==> src/rtl/sram512_ctrl.sv <==
// sram512_ctrl: host-side controller for the 512x8 GF180 SRAM macro.
// Converts a valid/ready request port and a valid/ready read-response port
// into the macro's active-low pin protocol, with a zero-fill sweep that runs
// after reset (optional) or on command.
module sram512_ctrl #(
    parameter bit CLEAR_ON_RESET = 1'b1
) (
    input  logic       CLK,
    input  logic       RST,
    input  logic       req_valid,
    output logic       req_ready,
    input  logic       req_we,
    input  logic [8:0] req_addr,
    input  logic [7:0] req_wdata,
    input  logic [7:0] req_wmask,
    input  logic       clr_req,
    output logic       busy,
    output logic       rsp_valid,
    input  logic       rsp_ready,
    output logic [7:0] rsp_rdata,
    output logic       CEN,
    output logic       GWEN,
    output logic [7:0] WEN,
    output logic [8:0] A,
    output logic [7:0] D,
    input  logic [7:0] Q
);

    typedef enum logic [1:0] {
        WAIT  = 2'd0,
        CLEAR = 2'd1,
        IDLE  = 2'd2,
        RDCAP = 2'd3
    } state_t;

    state_t     state;
    logic [8:0] sweep_addr;
    logic       clr_go;
    logic       accept;

    // A pending response blocks new requests unless it is consumed this cycle;
    // a clear command wins over a simultaneous request.
    assign req_ready = (state == IDLE) && (!rsp_valid || rsp_ready);
    assign clr_go    = req_ready && clr_req;
    assign accept    = req_ready && req_valid && !clr_req;
    assign busy      = (state == CLEAR);

    // Control state machine and zero-fill sweep counter.
    always_ff @(posedge CLK or posedge RST) begin
        if (RST) begin
            state      <= WAIT;
            sweep_addr <= 9'd0;
        end else begin
            case (state)
                WAIT: begin
                    state      <= CLEAR_ON_RESET ? CLEAR : IDLE;
                    sweep_addr <= 9'd0;
                end
                CLEAR: begin
                    sweep_addr <= sweep_addr + 9'd1;
                    if (sweep_addr == 9'd511) begin
                        state <= IDLE;
                    end
                end
                IDLE: begin
                    if (clr_go) begin
                        state      <= CLEAR;
                        sweep_addr <= 9'd0;
                    end else if (accept && !req_we) begin
                        state <= RDCAP;
                    end
                end
                RDCAP: begin
                    state <= IDLE;
                end
                default: begin
                    state <= WAIT;
                end
            endcase
        end
    end

    // Read response buffer: capture Q in RDCAP, hold until the host consumes it.
    always_ff @(posedge CLK or posedge RST) begin
        if (RST) begin
            rsp_valid <= 1'b0;
            rsp_rdata <= 8'h00;
        end else if (state == RDCAP) begin
            rsp_valid <= 1'b1;
            rsp_rdata <= Q;
        end else if (rsp_valid && rsp_ready) begin
            rsp_valid <= 1'b0;
        end
    end

    // Macro pin mux: the macro samples these on the edge that completes the handshake.
    always_comb begin
        CEN  = 1'b1;
        GWEN = 1'b1;
        WEN  = 8'hFF;
        A    = 9'd0;
        D    = 8'h00;
        if (state == CLEAR) begin
            CEN  = 1'b0;
            GWEN = 1'b0;
            WEN  = 8'h00;
            A    = sweep_addr;
        end else if (accept) begin
            CEN  = 1'b0;
            GWEN = !req_we;
            WEN  = req_we ? ~req_wmask : 8'hFF;
            A    = req_addr;
            D    = req_wdata;
        end
    end

endmodule
==> config.mk <==
export PLATFORM = sky130hd
export DESIGN_NAME = sram512_ctrl
export DESIGN_NICKNAME = d
export VERILOG_FILES = /design/src/rtl/sram512_ctrl.sv
export SDC_FILE = /design/constraint.sdc
export NUM_CORES = 1
export LEC_CHECK = 0
export BUFFER_PORTS_ARGS = -buffer_cell sky130_fd_sc_hd__buf_4
export CAP_MARGIN = 30
export CORE_AREA = 2 2 43 85
export DETAILED_ROUTE_END_ITERATION = 7
export DIE_AREA = 0 0 45 87
export PLACE_DENSITY = 0.72
export SYNTH_ARGS = -nofsm -noshare
export SYNTH_HDL_FRONTEND = slang
export SYNTH_SLANG_ARGS = --single-unit
==> constraint.sdc <==
create_clock -name CLK -period 1.8 [get_ports CLK]
set_input_delay 0.54 -clock CLK [delete_from_list [all_inputs] [get_ports CLK]]
set_output_delay 0.54 -clock CLK [all_outputs]
set_load 0.01 [all_outputs]
**Yosys cells after proc, flatten, opt, wreduce, memory -nomap -nowiden**

Cells that the tools add are included.

- Flip-flop bits (word level): 20
- Input bits: 39
- Output and inout port bits: 38
- Logic and storage cells: 47

- $add $sub $neg: 1
- Equality and inequality tests: 7
- Muxes and demuxes: 19
- Bitwise gates (word level): 1
- Reductions and logical operators: 15

Operator list:

| kind | count |
|---|---|
| 8-bit two-way mux | 5 |
| 9-bit two-way mux | 3 |
| 9-bit one-hot mux with 3 select lines | 1 |
| 9-bit by 1-bit adder with 9-bit output, second input constant | 1 |
| 9-bit equality test, second input constant | 1 |
| 8-bit NOT | 1 |
| 2-bit one-hot mux with 4 select lines | 1 |
| 1-bit logical AND | 6 |
| 1-bit two-way mux | 6 |
| 2-bit two-way mux | 3 |
| 2-bit equality test, second input constant | 2 |
| 2-bit AND reduction | 2 |
| 1-bit zero test | 3 |
| 3-bit by 2-bit inequality test with 1-bit output, second input constant | 1 |
| 3-bit nonzero test | 1 |
| 2-bit by 1-bit equality test with 1-bit output, second input constant | 1 |
| 2-bit zero test | 1 |
| 2-bit by 1-bit inequality test with 1-bit output, second input constant | 1 |
| 2-bit inequality test, second input constant | 1 |
| 2-bit nonzero test | 1 |
| 1-bit logical OR | 1 |

**Longest topological paths before layout**

Gate-level depths: netlist of the first run.

- Word-level depth: 9
- Gate-level depth with buffers: 6
- Gate-level depth less buffers: 6

**Worst setup path after synthesis of the first run**

No wires, ideal clock.

- Path type: input-to-output
- From: input rsp_ready
- To: output WEN[0]
- Arrival time: 1.404 ns
- Data required time: 1.260 ns
- Slack: -0.144 ns
- Stages on the path: 4
- Buffers on the path: 1
- Path through: nor2b_1 -> nor3_4 -> buf_6 -> a31oi_1

- Word-level cells in the longest chain between the ends: 6

RTL lines:

| what | line | RTL |
|---|---|---|
| from (decl) | 19 | `input logic rsp_ready,` |
| 1-bit logical OR | 43 | `assign req_ready = (state == IDLE) && (!rsp_valid \|\| rsp_ready);` |
| 1-bit logical AND | 43 |  |
| 1-bit logical AND (2 in series) | 45 | `assign accept = req_ready && req_valid && !clr_req;` |
| 8-bit two-way mux | 108 | `end else if (accept) begin` |
| 8-bit two-way mux | 103 | `if (state == CLEAR) begin` |
| to (decl) | 23 | `output logic [7:0] WEN,` |

Every way passes these cells.

**Worst setup path in the final report of the first run**

- From: register state[0]
- To: output A[2]

- Word-level cells in the longest chain between the ends: 6
- Elaborated cells on any way between the ends: 7
- Classes of those cells: eq/ne (2); mux (2); reduce/logical (3)

RTL lines:

| what | line | RTL |
|---|---|---|
| from (decl) | 36 | `state_t state;` |
| from (signal assigned) | 56 | `state <= CLEAR_ON_RESET ? CLEAR : IDLE;` |
| 2-bit equality test | 43 |  |
| 1-bit logical AND | 43 |  |
| 1-bit logical AND (2 in series) | 45 |  |
| 9-bit two-way mux | 108 |  |
| 9-bit two-way mux * | 103 |  |
| to (decl) | 24 | `output logic [8:0] A,` |

Every way passes the cells marked *; elsewhere a longest branch is shown, timed or not.

==> results.ini, run 1 <==
[timing]
fmax_ghz = 0.501
period_needed_ns = 2.00
tightest_slew_ns = 0.599
whs_ns = 0.312
fin_skew_ns = 0.00634
setup_viol = 28
tns_ns = -5.07
fin_ws_ns = -0.197
slew_headroom_pct = 59.6
finalHoldViolations = 0
slew_viol_final = 0
rsz0062_at_grt = yes
finalCritPeriodShare_pct = 111

[worst_setup_path]
path_max_fanout = 27
cp-start-kind = flop
crit_chain = nand2b_4 -> nor3_4 -> buf_12 -> a22o_1 -> buf_4
crit_slowest_cell = dfrtp_1
worst_setup_path_end_kind = output pin
crit_buf_inv = 2
crit_type = reg2out
crit_family = flip-flops
critical_path_required_ns = 1.26
cpPeakStageDelay_ns = 0.40
cp.arrival_ns = 1.46

[global_routing]
antenna_found_initial = 0
grt_max_degree = 28
grt_first_pass_wirelength_um = 4920
grt_overflow_total = 0
grt_use_total_pct = 15.8
grt_pass1_vias = 1156

[pwr]
power_density_mw_per_mm2 = 1160
peakVddDrop_mv = 0.905
leakagePower_uw = 0.00103

[floorplan]
core_region_area_mm2 = 0.00330
die_h_um = 87
die_area_mm2 = 0.00392
row_count = 30
num_io_pins = 77
die_w_um = 45
initial_core_util_pct = 35.1

[detailed_routing]
drc = 0
highest_layer = met4
wl_met3_um = 255
vias = 1211
firstDrtPassIters = 4
met2_length_um = 1640
drt-met1-wl_um = 1170
routed_wl_um = 3080
vias_per_cell = 5.31
avgRoutedWirePerCell_um = 13.5
antenna_left = 0
drt_iter0_drc = 22

[finish]
fin_nets = 239
drive_above_1_share_pct = 58.7
stdcell_area_mm2 = 0.00198
n_antenna_cell = 0
fillers = 288
finalNonFillerCells = 228
area_delta_synth_final_pct = 71.0

[yosys]
ys_types = 33
avgSynthCellArea_um2 = 10.3
synth_warnings = 0
synth_flop_cell = dfrtp_1
yosys.area.top_type = dfrtp_1
synth_top_area_share_pct = 43.2
synth_edf_count = 0
synth_nets = 153
synth.most_common_cell = dfrtp_1
synth-seq-cells = 20
netlist_instances = 112
netlist_area_mm2 = 0.00116
ys_seq_area_share_pct = 43.2
synthArstFlopShare_pct = 100
synthTopCellsByArea = dfrtp_1 (43%), mux2_2 (7.8%), a22o_1 (7.6%), a31oi_1 (5.9%), and2_1 (4.9%)
ys_top_cells_by_count = dfrtp_1 (20), a31oi_1 (11), a22o_1 (10)

[worst_hold_path]
hold_path_class = in2async

[placement]
gp_congestion = 0.694
dp_slack_ns = -0.147
dp_hpwl_um = 2480
placed_cells = 224
place_area_mm2 = 0.00188
numPortBuffers = 76

[job]
cap_viol_max_count = 0

[clock_tree]
cts_buffers = 3
insertion_delay_ns = 0.25
root_buffer = clkbuf_8
cts.clk_slew.worst_paths_ns = 0.07
cts_tree = yes
clock_path_buffers = 2
h-tree-depth = 1
clock_sinks = 20

[status]
outcome = finished with violations
violations = setup timing

==> per-stage QoR <==
stage / util [%] / power (uW)
2_1_floorplan: - / 1400
3_3_place_gp: 57.0 / 1970
3_5_place_dp: 57.0 / 2000
4_1_cts: 59.5 / 2310
5_1_grt: 60.0 / 2450
6_report: 60.0 / 2300
==> worst register-to-register path, cell delays in order, from the launching register on <==
cell and delay, ns:
dfrtp_1 0.35, ha_1 0.18, nand3_1 0.18, nor3_1 0.24, ha_1 0.26, a22o_1 0.20
==> final cells by class <==
type,instances,area [um2],share of cell area [%]
sequential,20,500,25.3
clock buffer,3,41.3,2.08
multi-input combinational,82,671,33.9
inverter,3,13.8,0.695
timing repair buffer,88,714,36.1
tap,32,40.0,2.02
==> cell families (layout without fill, tap and decap cells) <==
family          after synthesis  in the layout  share of synthesized area, %
buf+inv                      10             94                          4.97
compound gates               37             37                          23.5
mux                           9              9                          8.64
simple gates                 34             34                          17.5
flops                        20             20                          43.2
fa+ha+maj                     2              2                          2.16
==> timing repair <==
action	in CTS	in global routing
gates resized for setup	11	2
hold buffers	0	0
hold endpoints to repair	0	0
setup endpoints to repair	28	28
buffers inserted	0	1
==> cells in the final DEF, fill, tap and decap left out, types with 2 or more instances in the layout <==
master,count
o21ai_0,3
mux2_2,8
a21o_1,4
clkbuf_8,3
buf_6,11
o21a_1,2
nor4_1,2
ha_1,2
nand2b_4,2
inv_1,2
a31oi_2,2
a31oi_1,8
dfrtp_1,20
and2_4,8
nor3_1,3
nand2_1,4
nand2b_1,4
a21oi_1,2
a22o_1,10
a211o_1,2
nand3_1,3
nor2_1,2
buf_4,76
==> power breakdown <==
group	switching [uW]	internal, uW	total, uW	leakage, uW
clock	131	149	280	0.0000216
sequential	137	626	763	0.000249
combinational	524	731	1260	0.000764
total	793	1510	2300	0.00103
==> state kept, by name (all words and copies together), names as in the netlist <==
| register | flops |
|---|---|
| sweep_addr | 9 |
| rsp_rdata | 8 |
| state | 2 |
| rsp_valid | 1 |
==> worst paths after layout <==
kind / from / end / slack (ns) / depth (start not counted)
min in group CLK: sweep_addr[7]$_DFFE_PP0P_ / sweep_addr[7]$_DFFE_PP0P_ / 0.48 / 1
min: RST / rsp_valid$_DFFE_PP0P_ / 0.31 / 3
min reg2reg: sweep_addr[7]$_DFFE_PP0P_ / sweep_addr[7]$_DFFE_PP0P_ / 0.48 / 1
max: state[0]$_DFFE_PP0P_ / A[2] / -0.20 / 5
max in group asynchronous: RST / sweep_addr[0]$_DFFE_PP0P_ / 1.27 / 3
max reg2reg: sweep_addr[0]$_DFFE_PP0P_ / sweep_addr[8]$_DFFE_PP0P_ / 0.28 / 5
==> routing by layer <==
layer	track usage, %	vias up
li1	-	590
met1	19.7	563
met2	28.1	56
met3	2.90	2
met4	2.41	0
met5	0	-
Note: power is estimated with default switching activity, not from simulation.
==> run 2, diff against run 1 <==
--- a/config.mk
+++ b/config.mk
@@ -11,6 +11,7 @@
 export DETAILED_ROUTE_END_ITERATION = 7
 export DIE_AREA = 0 0 45 87
 export PLACE_DENSITY = 0.72
+export RECOVER_POWER = 100
 export SYNTH_ARGS = -nofsm -noshare
 export SYNTH_HDL_FRONTEND = slang
 export SYNTH_SLANG_ARGS = --single-unit
==> run 2 against run 1 <==
  * The flow still finishes with violations (setup timing)
  * Sequential share of layout area grew 0.59 points
  * Non-clock buffer count unchanged
  * Worst hold slack better by 0.17 ns
  * Maximum frequency is 0.13% lower
  * Critical path depth did not move
  * Sequential power is essentially flat
  * Wire length decreased by 0.58%
  * Clock-buffer cell count did not move
  * Total power decreased by 4.0%
  * Critical path type unchanged
  * Largest power group unchanged
==> results.ini, run 2 (synthesis gave the netlist of run 1 again) <==
[detailed_routing]
vias = 1216
vias_per_cell = 5.33
firstDrtPassIters = 4
routed_wl_um = 3060
avgRoutedWirePerCell_um = 13.4
antenna_left = 0
drc = 0
drt_iter0_drc = 19

[finish]
stdcell_area_mm2 = 0.00194
n_antenna_cell = 0
drive_above_1_share_pct = 52.6
layout_commonest_cell = buf_4
area_delta_synth_final_pct = 67.1
reg.largest.list = sweep_addr x9, rsp_rdata x8, state x2
finalNonFillerCells = 228
layout_common_cells = buf_4 (62), dfrtp_1 (20), clkbuf_1 (12)
max_flop_register = sweep_addr
fin_nets = 239
fillers = 299
largest_reg_flops = 9

[timing]
finalCritPeriodShare_pct = 111
slew_headroom_pct = 27.7
tns_ns = -5.08
period_needed_ns = 2.00
setup_viol = 28
tightest_slew_ns = 1.08
slew_viol_final = 0
fin_skew_ns = 0.00598
rsz0062_at_grt = yes
finalHoldViolations = 0
fmax_ghz = 0.500
fin_ws_ns = -0.199

[floorplan]
initial_core_util_pct = 35.1
die_area_mm2 = 0.00392
die_h_um = 87
num_io_pins = 77
core_region_area_mm2 = 0.00330
row_count = 30
die_w_um = 45

[worst_setup_path]
crit_type = reg2out
cp-start-kind = flop
crit_buf_inv = 2
crit_slowest_cell = dfrtp_1
critical_path_required_ns = 1.26
cpPeakStageDelay_ns = 0.40
path_max_fanout = 27
cp.arrival_ns = 1.46
crit_chain = nand2b_4 -> nor3_4 -> buf_12 -> a22o_1 -> buf_4
worst_setup_path_end_kind = output pin
crit_family = flip-flops

[clock_tree]
cts_tree = yes
clock_path_buffers = 2
cts.clk_slew.worst_paths_ns = 0.07
clock_sinks = 20
root_buffer = clkbuf_8
h-tree-depth = 1
insertion_delay_ns = 0.25
cts_buffers = 3
ctsHoldBuffers = 0

[placement]
place_area_mm2 = 0.00188
gp_congestion = 0.694
placed_cells = 224
dp_hpwl_um = 2480
numPortBuffers = 76
dp_slack_ns = -0.147

[job]
cap_viol_max_count = 0

[global_routing]
grt_pass1_vias = 1156
antenna_found_initial = 0
grt_use_total_pct = 15.8
grt_max_degree = 28
grt_overflow_total = 0
grt_first_pass_wirelength_um = 4920

[pwr]
power_density_mw_per_mm2 = 1140
p_seq_share_pct = 34.4
combPwrFrac_pct = 53.0
internal_power_uw = 1420
peakVddDrop_mv = 0.833
leakagePower_uw = 0.000990
power.share.clock_pct = 12.6
switching_share_pct = 35.7
p_sw_uw = 787
finalPower_uw = 2210

[status]
outcome = finished with violations
violations = setup timing

[worst_hold_path]
hold_path_class = reg2reg

[run 2: cell count changes in the layout (fill, tap and decap cells not counted)]
cell      before  now
buf_4         76   62
clkbuf_4       0    2
clkbuf_1       0   12
[run 2: per-layer routing]
layer	track usage [%]	wire [um]
met4	2.41	10
met3	2.90	253
met5	0	0
met1	19.7	1150
met2	28.1	1650
[run 2: timing repair]
item | in CTS | in global routing
endpoints found under the setup margin | 28 | 28
gates resized for setup | 11 | 2
buffers inserted | 0 | 1
[run 2: final cells by class]
type                    instances  area [um2]  area share, %
clock buffers                   3        41.3           2.13
multi-input cells              82         671           34.6
flip-flops and latches         20         500           25.9
inverters                       3        13.8          0.711
repair buffers                 88         669           34.6
well taps                      32        40.0           2.07
[run 2: worst register-to-register path, cell delays in order (launching register included)]
cell and delay, ns:
dfrtp_1 0.35, ha_1 0.18, nand3_1 0.18, nor3_1 0.24
ha_1 0.26, a22o_1 0.20
[run 2: path summary, 6_finish.rpt]
check,from,endpoint,slack (ns),cells past startpoint
hold reg to reg,sweep_addr[7]$_DFFE_PP0P_,sweep_addr[7]$_DFFE_PP0P_,0.48,1
max in group asynchronous,RST,sweep_addr[0]$_DFFE_PP0P_,0.52,3
setup / recovery,state[0]$_DFFE_PP0P_,A[2],-0.20,5
hold / removal,sweep_addr[7]$_DFFE_PP0P_,sweep_addr[7]$_DFFE_PP0P_,0.48,1
setup reg to reg,sweep_addr[0]$_DFFE_PP0P_,sweep_addr[8]$_DFFE_PP0P_,0.28,5
min in group asynchronous,RST,rsp_valid$_DFFE_PP0P_,0.63,3
[run 2: power groups by stage]
stage	logic (uW)	clock network, uW	registers, uW
global route	1280	300	789
floorplan	597	0	802
CTS	1250	290	764
global placement	1210	0	758
detailed placement	1230	0	771
finish	1170	279	760
[run 2: stage by stage]
step | hold slack [ns] | util, %
5_1_grt | 0.514 | 58.6
3_3_place_gp | 0.464 | 57.0
3_5_place_dp | 0.482 | 57.0
6_report | 0.482 | 58.6
2_1_floorplan | 0.446 | -
4_1_cts | 0.316 | 59.5
==> run 3, diff against run 2 <==
--- a/config.mk
+++ b/config.mk
@@ -12,6 +12,7 @@
 export DIE_AREA = 0 0 45 87
 export PLACE_DENSITY = 0.72
 export RECOVER_POWER = 100
+export REMOVE_ABC_BUFFERS = 1
 export SYNTH_ARGS = -nofsm -noshare
 export SYNTH_HDL_FRONTEND = slang
 export SYNTH_SLANG_ARGS = --single-unit
==> run 3 against run 2 <==
  * The run still ends with setup timing left
  * Cell area grew 4.7%
  * Combinational power grew 9%
  * Non-clock buffer count grew 4
  * Clock-buffer cell count grew 1
  * Worst hold slack gained 0.016 ns
  * Final cell count grew 2.2%
  * First-iteration DRC count shrank 5.3%
  * Sequential power grew 5.8%
  * Die area is the same
  * Critical path type unchanged
==> results.ini, run 3 (synthesis gave the netlist of run 1 again) <==
[timing]
slew_viol_final = 0
whs_ns = 0.498
period_needed_ns = 2.07
fin_skew_ns = 0.00171
fin_ws_ns = -0.271
rsz0062_at_grt = yes
fmax_ghz = 0.483
slew_headroom_pct = 28.6
finalCritPeriodShare_pct = 115
finalHoldViolations = 0
setup_viol = 28
tightest_slew_ns = 1.07

[worst_setup_path]
crit_slowest_cell = dfrtp_1
crit_type = reg2out
path_max_fanout = 6
path_common_cell = buf_4
regToRegStartpoint = state[0]$_DFFE_PP0P_
worst_setup_path_end_kind = output pin
cp.arrival_ns = 1.53
critical_path_required_ns = 1.26
crit_chain = buf_4 -> buf_6 -> nand2b_4 -> inv_6 -> buf_4 -> a22o_1 -> buf_4
crit_buf_inv = 5
cpPeakStageDelay_ns = 0.40
crit_start = state[0]$_DFFE_PP0P_
cp-start-kind = flop
crit_family = buffers and inverters

[clock_tree]
cts.clk_slew.worst_paths_ns = 0.07
clock_path_buffers = 2
ctsHoldBuffers = 0
cts_tree = yes
insertion_delay_ns = 0.26
h-tree-depth = 1
clock_sinks = 20
cts_buffers = 3
root_buffer = clkbuf_8

[detailed_routing]
routed_wl_um = 3400
antenna_left = 0
vias = 1264
drt_iter0_drc = 18
firstDrtPassIters = 3
avgRoutedWirePerCell_um = 14.6
vias_per_cell = 5.42
drc = 0

[pwr]
power_density_mw_per_mm2 = 1200
p_sw_uw = 855
switching_share_pct = 35.2
p_seq_share_pct = 33.1
leakagePower_uw = 0.00106
combPwrFrac_pct = 52.7
internal_power_uw = 1580
power.share.clock_pct = 14.2
peakVddDrop_mv = 0.816

[finish]
area_delta_synth_final_pct = 74.8
drive_above_1_share_pct = 58.2
fin_nets = 243
regArea_um2 = 502
stdcell_area_mm2 = 0.00203
layout_common_cells = buf_4 (78), dfrtp_1 (19), buf_6 (12)
layout_commonest_cell = buf_4
n_antenna_cell = 0
final_util_pct = 61.3
multi_input_area_um2 = 681
reg.largest.list = sweep_addr x9, rsp_rdata x8, state x2
finalNonFillerCells = 233
max_flop_register = sweep_addr
fillers = 293
largest_reg_flops = 9

[global_routing]
grt_first_pass_wirelength_um = 5150
grt_max_degree = 21
antenna_found_initial = 0
grt_use_total_pct = 17.5
grt_pass1_vias = 1160
grt_overflow_total = 0

[floorplan]
row_count = 30
initial_core_util_pct = 35.1
die_area_mm2 = 0.00392
die_w_um = 45
die_h_um = 87
num_io_pins = 77
core_region_area_mm2 = 0.00330

[placement]
dp_hpwl_um = 2500
place_area_mm2 = 0.00183
dp_slack_ns = -0.215
numPortBuffers = 76
gp_congestion = 0.741
placed_cells = 226

[job]
cap_viol_max_count = 0

[status]
violations = setup timing
outcome = finished with violations

[worst_hold_path]
hp-start = sweep_addr[7]$_DFFE_PP0P_
hold_path_class = reg2reg

[run 3: cell types whose count changed in the layout (fill, tap and decap cells not counted), moves of 5 or more]
cell,previous run,this run
and2_1,1,6
buf_4,62,78
and2_4,8,3
clkbuf_1,12,1
[run 3: layout make-up]
class / instances / share of cell area, %
Tap cell: 32 / 1.98
Sequential cell: 20 / 24.8
Inverter: 3 / 0.803
Timing Repair Buffer: 92 / 36.1
Clock buffer: 4 / 2.72
Multi-Input combinational cell: 82 / 33.6
[run 3: worst paths after layout]
kind | to | slack [ns] | cells after the start
setup / recovery | A[0] | -0.27 | 7
hold / removal | sweep_addr[7]$_DFFE_PP0P_ | 0.50 | 1
setup reg to reg | sweep_addr[7]$_DFFE_PP0P_ | 0.16 | 5
hold reg to reg | sweep_addr[7]$_DFFE_PP0P_ | 0.50 | 1
max in group asynchronous | state[1]$_DFFE_PP0P_ | 0.48 | 3
min in group asynchronous | rsp_rdata[5]$_DFFE_PP0P_ | 0.61 | 3
[run 3: power groups by stage]
stage	combinational [uW]	clock, uW	sequential [uW]
after CTS	1210	351	800
final	1280	346	804
after global routing	1390	364	833
after floorplan	528	0	813
after global placement	1140	0	793
after detailed placement	1170	0	800
[run 3: repair_timing]
item	CTS	global route
buffers inserted	3	1
pin swaps	2	7
cloned	1	0
resized for setup	15	14
setup endpoints to repair	28	28
[run 3: metal layers]
metal | share of wire (%) | global-route usage (%) | up-vias
li1 | - | - | 601
met5 | 0 | 0 | -
met4 | 1.3 | 7.22 | 0
met3 | 6.9 | 2.28 | 4
met1 | 38 | 20.5 | 609
met2 | 54 | 30.6 | 50
[run 3: stage by stage]
stage,total power (uW),setup TNS (ns)
4_1_cts,2360,-6.02
2_1_floorplan,1340,-4.90
5_1_grt,2590,-8.22
3_5_place_dp,1970,-4.96
6_report,2430,-6.50
3_3_place_gp,1940,-4.56
